`src/rtl/keypad_pkg.sv`:
```
// Shared definitions for the 4x4 keypad emulator: FSM states, idle row level
// and the hex key code to (row, column) map used by both emulator and scanner.
package keypad_pkg;

   typedef enum logic [2:0] {
      IDLE,
      BOUNCE_IN,
      HOLD,
      BOUNCE_OUT,
      GAP
   } state_t;

   localparam logic [3:0] ROW_IDLE = 4'b1111;

   // Returns {row_idx[1:0], col_idx[1:0]} for a hex key code.
   function automatic logic [3:0] key_map(input logic [3:0] code);
      logic [3:0] rc;
      case (code)
         4'h1: rc = {2'd0, 2'd0};
         4'h2: rc = {2'd0, 2'd1};
         4'h3: rc = {2'd0, 2'd2};
         4'hA: rc = {2'd0, 2'd3};
         4'h4: rc = {2'd1, 2'd0};
         4'h5: rc = {2'd1, 2'd1};
         4'h6: rc = {2'd1, 2'd2};
         4'hB: rc = {2'd1, 2'd3};
         4'h7: rc = {2'd2, 2'd0};
         4'h8: rc = {2'd2, 2'd1};
         4'h9: rc = {2'd2, 2'd2};
         4'hC: rc = {2'd2, 2'd3};
         4'h0: rc = {2'd3, 2'd0};
         4'hF: rc = {2'd3, 2'd1};
         4'hE: rc = {2'd3, 2'd2};
         default: rc = {2'd3, 2'd3};
      endcase
      return rc;
   endfunction

endpackage

```
`src/rtl/keypad_emulator_bounce_gen.sv`:
```
// Contact bounce generator: after start, emits a level beginning at init_level
// that toggles every period cycles, with done high in the last of length cycles.
module bounce_gen #(
   parameter int W = 8
) (
   input  logic         clk,
   input  logic         reset,
   input  logic         start,
   input  logic         init_level,
   input  logic [W-1:0] length,
   input  logic [W-1:0] period,
   output logic         level,
   output logic         done
);

   logic         active;
   logic [W-1:0] cnt;
   logic [W-1:0] per_cnt;

   assign done = active & (cnt == length - W'(1));

   always_ff @(posedge clk) begin
      if (reset) begin
         active  <= 1'b0;
         cnt     <= '0;
         per_cnt <= '0;
         level   <= 1'b0;
      end else if (start) begin
         active  <= 1'b1;
         cnt     <= '0;
         per_cnt <= '0;
         level   <= init_level;
      end else if (active) begin
         if (done) begin
            active <= 1'b0;
         end
         cnt <= cnt + W'(1);
         if (per_cnt == period - W'(1)) begin
            per_cnt <= '0;
            level   <= ~level;
         end else begin
            per_cnt <= per_cnt + W'(1);
         end
      end
   end

endmodule

```
`src/rtl/keypad_emulator.sv`:
```
// Keypad emulator: behaves as a physical 4x4 matrix keypad towards a scanner,
// pressing one commanded key with optional bounce, holding it, then releasing.
module keypad_emulator
   import keypad_pkg::*;
#(
   parameter int HOLD_CYCLES   = 200000,
   parameter int MIN_SCANS     = 4,
   parameter int BOUNCE_CYCLES = 64,
   parameter int BOUNCE_PERIOD = 8,
   parameter int GAP_CYCLES    = 100000
) (
   input  logic       clk,
   input  logic       reset,
   input  logic       key_valid,
   input  logic [3:0] key_code,
   output logic       key_ready,
   input  logic [3:0] col,
   output logic [3:0] row,
   output logic       busy,
   output logic       contact
);

   localparam int MAX_AB  = (HOLD_CYCLES > MIN_SCANS) ? HOLD_CYCLES : MIN_SCANS;
   localparam int MAX_CD  = (BOUNCE_CYCLES > BOUNCE_PERIOD) ? BOUNCE_CYCLES : BOUNCE_PERIOD;
   localparam int MAX_ABC = (MAX_AB > MAX_CD) ? MAX_AB : MAX_CD;
   localparam int MAXP    = (MAX_ABC > GAP_CYCLES) ? MAX_ABC : GAP_CYCLES;
   localparam int CW      = $clog2(MAXP + 1);
   localparam bit HAS_BOUNCE = (BOUNCE_CYCLES != 0);

   state_t        state;
   logic [1:0]    row_idx;
   logic [1:0]    col_idx;
   logic [3:0]    col_q;
   logic [CW-1:0] hold_cnt;
   logic [CW-1:0] scan_cnt;
   logic [CW-1:0] gap_cnt;
   logic [3:0]    new_map;
   logic [1:0]    cur_col;
   logic          accept;
   logic          scan_edge;
   logic          hold_done;
   logic          bounce_start;
   logic          bounce_level;
   logic          bounce_done;

   assign new_map   = key_map(key_code);
   assign accept    = key_valid & key_ready;
   // With no bounce, HOLD starts on the accept edge before the column is latched.
   assign cur_col   = (state == IDLE) ? new_map[1:0] : col_idx;
   assign scan_edge = col_q[cur_col] & ~col[cur_col];
   assign hold_done = (hold_cnt >= CW'(HOLD_CYCLES)) && (scan_cnt >= CW'(MIN_SCANS));
   assign bounce_start = HAS_BOUNCE &&
                         (((state == IDLE) && accept) || ((state == HOLD) && hold_done));

   bounce_gen #(
      .W(CW)
   ) u_bounce (
      .clk       (clk),
      .reset     (reset),
      .start     (bounce_start),
      .init_level(state == IDLE),
      .length    (CW'(BOUNCE_CYCLES)),
      .period    (CW'(BOUNCE_PERIOD)),
      .level     (bounce_level),
      .done      (bounce_done)
   );

   assign contact = (state == HOLD) |
                    (((state == BOUNCE_IN) | (state == BOUNCE_OUT)) & bounce_level);

   always_comb begin
      row = ROW_IDLE;
      if (contact && !col[col_idx]) begin
         row[row_idx] = 1'b0;
      end
   end

   always_ff @(posedge clk) begin
      if (reset) begin
         state     <= IDLE;
         key_ready <= 1'b1;
         busy      <= 1'b0;
         row_idx   <= '0;
         col_idx   <= '0;
         col_q     <= ROW_IDLE;
         hold_cnt  <= '0;
         scan_cnt  <= '0;
         gap_cnt   <= '0;
      end else begin
         col_q <= col;
         case (state)
            IDLE: begin
               if (accept) begin
                  row_idx   <= new_map[3:2];
                  col_idx   <= new_map[1:0];
                  key_ready <= 1'b0;
                  busy      <= 1'b1;
                  hold_cnt  <= '0;
                  gap_cnt   <= '0;
                  if (HAS_BOUNCE) begin
                     state    <= BOUNCE_IN;
                     scan_cnt <= '0;
                  end else begin
                     state    <= HOLD;
                     scan_cnt <= CW'(scan_edge);
                  end
               end
            end
            BOUNCE_IN: begin
               if (bounce_done) begin
                  state    <= HOLD;
                  hold_cnt <= '0;
                  scan_cnt <= CW'(scan_edge);
                  gap_cnt  <= '0;
               end
            end
            HOLD: begin
               if (hold_done) begin
                  state    <= HAS_BOUNCE ? BOUNCE_OUT : GAP;
                  hold_cnt <= '0;
                  scan_cnt <= '0;
                  gap_cnt  <= '0;
               end else begin
                  if (hold_cnt < CW'(HOLD_CYCLES)) begin
                     hold_cnt <= hold_cnt + CW'(1);
                  end
                  if (scan_edge && (scan_cnt < CW'(MIN_SCANS))) begin
                     scan_cnt <= scan_cnt + CW'(1);
                  end
               end
            end
            BOUNCE_OUT: begin
               if (bounce_done) begin
                  state   <= GAP;
                  gap_cnt <= '0;
               end
            end
            GAP: begin
               if (int'(gap_cnt) + 1 >= GAP_CYCLES) begin
                  state     <= IDLE;
                  key_ready <= 1'b1;
                  busy      <= 1'b0;
                  gap_cnt   <= '0;
               end else begin
                  gap_cnt <= gap_cnt + CW'(1);
               end
            end
            default: begin
               state     <= IDLE;
               key_ready <= 1'b1;
               busy      <= 1'b0;
            end
         endcase
      end
   end

endmodule

```
`config.mk`:
```
export PLATFORM = sky130hd
export DESIGN_NAME = keypad_emulator
export DESIGN_NICKNAME = d
export VERILOG_FILES = /design/src/rtl/keypad_pkg.sv /design/src/rtl/keypad_emulator_bounce_gen.sv /design/src/rtl/keypad_emulator.sv
export SDC_FILE = /design/constraint.sdc
export NUM_CORES = 1
export LEC_CHECK = 0
export ABC_AREA = 1
export CAP_MARGIN = 40
export CELL_PAD_IN_SITES_DETAIL_PLACEMENT = 2
export CELL_PAD_IN_SITES_GLOBAL_PLACEMENT = 2
export CORE_MARGIN = 2
export CORE_UTILIZATION = 39
export CTS_BUF_LIST = sky130_fd_sc_hd__clkbuf_8
export DETAILED_ROUTE_END_ITERATION = 16
export PLACE_DENSITY = 0.87
export SLEW_MARGIN = 20
export SYNTH_ARGS = -nofsm -noshare
export SYNTH_HDL_FRONTEND = slang
export SYNTH_SLANG_ARGS = --single-unit
```
`constraint.sdc`:
```
create_clock -name clk -period 3.4 [get_ports clk]
set_clock_uncertainty 0.1 [all_clocks]
set_input_delay 0.68 -clock clk [delete_from_list [all_inputs] [get_ports clk]]
set_output_delay 0.68 -clock clk [all_outputs]
set_load 0.01 [all_outputs]
```
* Word level (Yosys, flattened, before mapping) *
Memory sizes are Yosys's and may differ from the RTL's.
Cells that the tools add are included.

word-level totals
  register bits = 105
  ROM bits = 64
  output and inout bits = 7
  logic and storage cells = 117
  memories = 1

memory list
  name              depth  width  rd ports  clocked after memory_dff  write ports  line              RTL
  (name not given)  16     4      1         0                         0            keypad_pkg.sv:18  case (code)

cells by class
  add/subtract/negate cells = 6
  order comparisons = 9
  equal/unequal tests = 14
  multiplexer cells = 41
  bitwise gates (word level) = 10
  reductions and logical operators = 23

operators with widths
  kind                     count
  $mux W18                 10
  $pmux W18 S3             2
  $add A18 B1 Y18 const B  5
  $pmux W18 S4             1
  $add A18 B1 Y19 const B  1
  $ge A19 B17 Y1 const B   1
  $eq A18 B3 Y1 const B    1
  $eq A18 B6 Y1 const B    1
  $ge A18 B18 Y1 const B   1
  $ge A18 B3 Y1 const B    1
  $lt A18 B18 Y1 const B   1
  $lt A18 B3 Y1 const B    1
  $mux W3                  5
  $pmux W3 S5              1
  $mux W1                  14
  $reduce_and A4 Y1        3
  $ne A2 B2 Y1 const B     5
  $lt A2 B3 Y1 const B     3
  $bmux W1 S2              3
  $eq A3 B2 Y1 const B     2
  $logic_and A1 B1 Y1      6
  $ne A3 B2 Y1 const B     2
  $pmux W1 S3              2
  $reduce_and A5 Y1        1
  21 further kinds         30

* Depth between registers and ports, before layout *
  depth after elaboration = 10
  gate-level depth with buffers = 15
  gate-level depth less buffers = 15

* Modules after synthesis *
A second synthesis with hierarchy kept.

second synthesis, totals
  cells, all modules = 1202
  area total of the unflattened synthesis = 7424.6 um2

by module, submodules not included
  module           instances  cells an instance  area an instance (um2)  seq. area each (um2)
  keypad_emulator  1          594                3861.2                  1341.3
  bounce_gen       1          608                3563.4                  760.7

* Worst setup path before layout *
OpenSTA, ideal clock, no wires.

  path type = reg2out
  from = reg state[0]
  to = out row[0]
  data arrival time = 1.312 ns
  required time = 2.620 ns
  slack = 1.308 ns
  cell stages (with the launch flop) = 8
  buffers on the path = 0
  cell sequence = dfxtp_1 -> inv_1 -> nor2_1 -> inv_1 -> o21ai_0 -> o21ai_0 -> nor2_1 -> nand2_1

on the way
  longest elaborated chain between the ends = 6
  elaborated cells on any way between the ends = 8

ends and longest elaborated chain
  element                                       line                    RTL
  start: declaration                            keypad_emulator.sv:30   state_t state;
  start signal: assignment                      keypad_emulator.sv:119  state <= HAS_BOUNCE ? BOUNCE_OUT : GAP;
  $eq A3 B1 Y1 or $eq A3 B2 Y1 (tied branches)  keypad_emulator.sv:69   (((state == BOUNCE_IN) | (state == BOUNCE_OUT)) & bounce_level);
  $or A1 B1 Y1                                  keypad_emulator.sv:69
  $and A1 B1 Y1                                 keypad_emulator.sv:69
  $or A1 B1 Y1 (*)                              keypad_emulator.sv:68   assign contact = (state == HOLD) |
  named net contact                             keypad_emulator.sv:20   output logic contact
  $logic_and A1 B1 Y1 (*)                       keypad_emulator.sv:73   if (contact && !col[col_idx]) begin
  $mux W4 (*)                                   keypad_emulator.sv:73
  end: declaration                              keypad_emulator.sv:18   output logic [3:0] row,

The timed path passes the listed nets; every way through them passes the cells marked *.

* Worst setup path after layout *
  from = in col[1]
  to = out row[2]

on the way
  longest elaborated chain between the ends = 5

ends and longest elaborated chain
  element                        line                   RTL
  start: declaration             keypad_emulator.sv:17  input logic [3:0] col,
  $bmux W1 S2                    keypad_emulator.sv:73
  $mux W1 (implied by the code)  keypad_emulator.sv:73
  $logic_not A1 Y1               keypad_emulator.sv:73
  $logic_and A1 B1 Y1            keypad_emulator.sv:73
  $mux W4                        keypad_emulator.sv:73

Every way passes these cells. The select of a mux whose other input is x is not followed.

==> results.toml <==
[run_status]
status = "finished clean"

[layout]
final_common_cell = "nand2_1"
area_growth_pct = 9.51
fin_util_pct = 43.6
diodes = 0
multi_input_area_um2 = 2930
nNetsFinal = 846
mostFrequentLayoutCells = "182 x nand2_1, 113 x nor2_1, 105 x dfxtp_1"
num-fill-cells = 1686
regArea_um2 = 2100
layout-drive-gt1-share_pct = 5.64

[sta]
finalMaxSlewViolations = 0
fin_crit_ns = 3.18
max_clock_freq_ghz = 0.314
rsz0062_at_grt = "false"
setup_viol_count_final = 0
tns_ns = 0
maxSlewHeadroom_pct = 55.9
hold_violations = 0
period_share_pct = 93.5
tightestPinTransition_ns = 0.656

[synth]
synth_area_um2 = 5530
synth_compound_gate_area_share_pct = 8.35
synthArstFlopShare_pct = 0
synthAdderAreaFrac_pct = 1.58
synth_top_family_by_area = "simple AND/OR/NAND/NOR gates"
syn_nets = 830
syn_inst = 812
synthXorXnorAreaFrac_pct = 4.91
syn_avg_cell_area_um2 = 6.81
synth_ff_type = "dfxtp_1"
yosysWarningCount = 0
synth.area.mux_share_pct = 0
yosysUniqueCellTypes = 35
synthSimpleGateAreaFrac_pct = 38.2
ys_seq_elements = 105
ys_seq_area_share_pct = 38.0
synth_edf_count = 0

[cts]
cts_sinks = 105
clk-insertion-delay-late_ns = 0.39
root_buffer = "clkbuf_8"
clk_pin_slew_ns = 0.11
numCtsBuffers = 9
htreeDepth = 3
cts_tree = "yes"
clockBufferDepth = 2

[detailed_routing]
dr.pass1.iters = 4
via_per_inst = 5.34
wl_per_cell_um = 16.8
drt-initial-drc-count = 227
drt-total-wl_mm = 17.0
drc = 0
num_vias = 5410
drtAntennaViolNets = 0

[setup_path]
cp_slowest_cell = "clkdlybuf4s50_1"
arrival_ns = 2.40
critPathCaptureType = "primary output"
r2r_start = "u_bounce.cnt[0]$_SDFFE_PP0P_"
startpoint = "col[1]"
required_ns = 2.62
worstPathCellList = "clkdlybuf4s50_1, inv_1, o21ai_0, a21oi_1, o21ai_0, nor2_1, nand2_1, clkdlybuf4s50_1"
start_kind = "input pin"
cpPeakStageDelay_ns = 0.54
ff2ff_setup_slack_ns = 0.82
crit_type = "in -> out"
path_max_fanout = 3

[power]
p_sw_uw = 949
p_comb_share_pct = 21.7
power_mw = 2.67
ir_drop_uv = 264
switching_share_pct = 35.5
power_density_nw_per_um2 = 441
power_frac_seq_pct = 49.4
static-leakage-power_nw = 2.24
p_int_mw = 1.72
power.share.clock_pct = 28.9

[placement]
gp_congestion = 0.813
io_buffers = 17
hpwl_mm = 12.4

[die]
die_height_um = 123
die_w_um = 123
start_util_pct = 39.8
design.core.area_um2 = 13900
io_pins = 18
die-area_um2 = 15100
placementRows = 43

[hold_path]
min_from = "scan_cnt[12]$_SDFFE_PP0P_"
hp-class = "reg -> reg"

[global_routing]
grt_util_all_layers_pct = 23.5
antenna_found_initial = 0
grt_overflow = 0
grt_first_pass_wirelength_mm = 28.3
grt_pass1_vias = 5871
grt_max_degree = 42

[run]
maxCapViolations = 0
==> critical path, delay by kind of cell <==
kind                   cells  cell delay (ns)
AND/OR/NAND/NOR            2             0.17
AO/OA/AOI/OAI              3             0.50
buffers and inverters      3             1.06
==> cell usage after synthesis, types with 6 or more instances <==
cell type | count | area (um^2)
ha_1 | 7 | 87.6
nand4_1 | 40 | 250
xor2_1 | 23 | 201
buf_2 | 6 | 30.0
nand3_1 | 57 | 285
nor2_1 | 113 | 424
nand2_1 | 182 | 683
a21oi_1 | 52 | 260
xnor2_1 | 8 | 70.1
o21ai_0 | 18 | 90.1
clkbuf_1 | 8 | 30.0
nor3_1 | 31 | 155
nor4_1 | 9 | 56.3
dfxtp_1 | 105 | 2100
inv_1 | 102 | 383
==> state kept, by name, indices dropped and copies added, names as in the netlist <==
register,cells
state,3
row_idx,2
gap_cnt,18
key_ready,1
hold_cnt,18
u_bounce.active,1
busy,1
u_bounce.per_cnt,18
col_idx,2
scan_cnt,18
col_q,4
u_bounce.level,1
u_bounce.cnt,18
==> power groups by stage <==
| stage | combinational (mW) | clock, mW | sequential, mW |
|---|---|---|---|
| 3_3_place_gp | 0.541 | 0 | 1.34 |
| 6_report | 0.579 | 0.773 | 1.32 |
| 3_5_place_dp | 0.581 | 0 | 1.35 |
| 2_1_floorplan | 0.404 | 0 | 1.34 |
| 5_1_grt | 0.657 | 0.848 | 1.33 |
| 4_1_cts | 0.590 | 0.799 | 1.32 |
==> timing repair <==
item                                    in CTS  in global routing
buffers inserted                             0                  0
resized for setup                            0                  1
endpoints found under the setup margin       0                  4
hold buffers                                 0                  0
==> worst paths after layout <==
kind | cells past startpoint | end
min | 2 | scan_cnt[12]$_SDFFE_PP0P_
min reg2reg | 2 | scan_cnt[12]$_SDFFE_PP0P_
max reg2reg | 14 | scan_cnt[1]$_SDFFE_PP0P_
max | 8 | row[2]
==> final cells by class <==
| type | count | area share, % |
|---|---|---|
| Sequential cell | 105 | 34.7 |
| Clock inverter | 7 | 1.03 |
| Timing Repair Buffer | 23 | 3.56 |
| Inverter | 104 | 6.45 |
| Multi-Input combinational cell | 585 | 48.5 |
| Tap cell | 180 | 3.72 |
| Clock buffer | 9 | 2.05 |
==> logic make-up (layout without fill, tap and decap cells) <==
family                     count (synthesis)  count (layout)
adders and majority gates                  7               7
xor gates and xnor gates                  31              31
and+or+nand+nor                          462             462
DFF                                      105             105
AOI/OAI and AO/OA                         85              85
buffers and inverters                    122             143
==> through the flow <==
step / cell area [um^2] / hold slack (ns) / setup WS [ns] / std cells
after floorplan: 5530 / 0.317 / 1.31 / 812
after global placement: 5870 / 0.326 / 0.296 / 997
after global routing: 6050 / 0.392 / 0.0399 / 1013
after CTS: 6050 / 0.373 / 0.125 / 1013
final: 6050 / 0.368 / 0.219 / 1013
after detailed placement: 5870 / 0.344 / 0.191 / 997
==> per-layer routing <==
metal,share of wire [%],GRT usage [%],vias to the layer above
met3,1.7,4.34,18
met1,43,25.8,2697
met2,54,46.1,37
li1,-,-,2658
met5,0,0,-
met4,1.4,5.75,0
No activity file was read; power rests on OpenSTA's default activity.
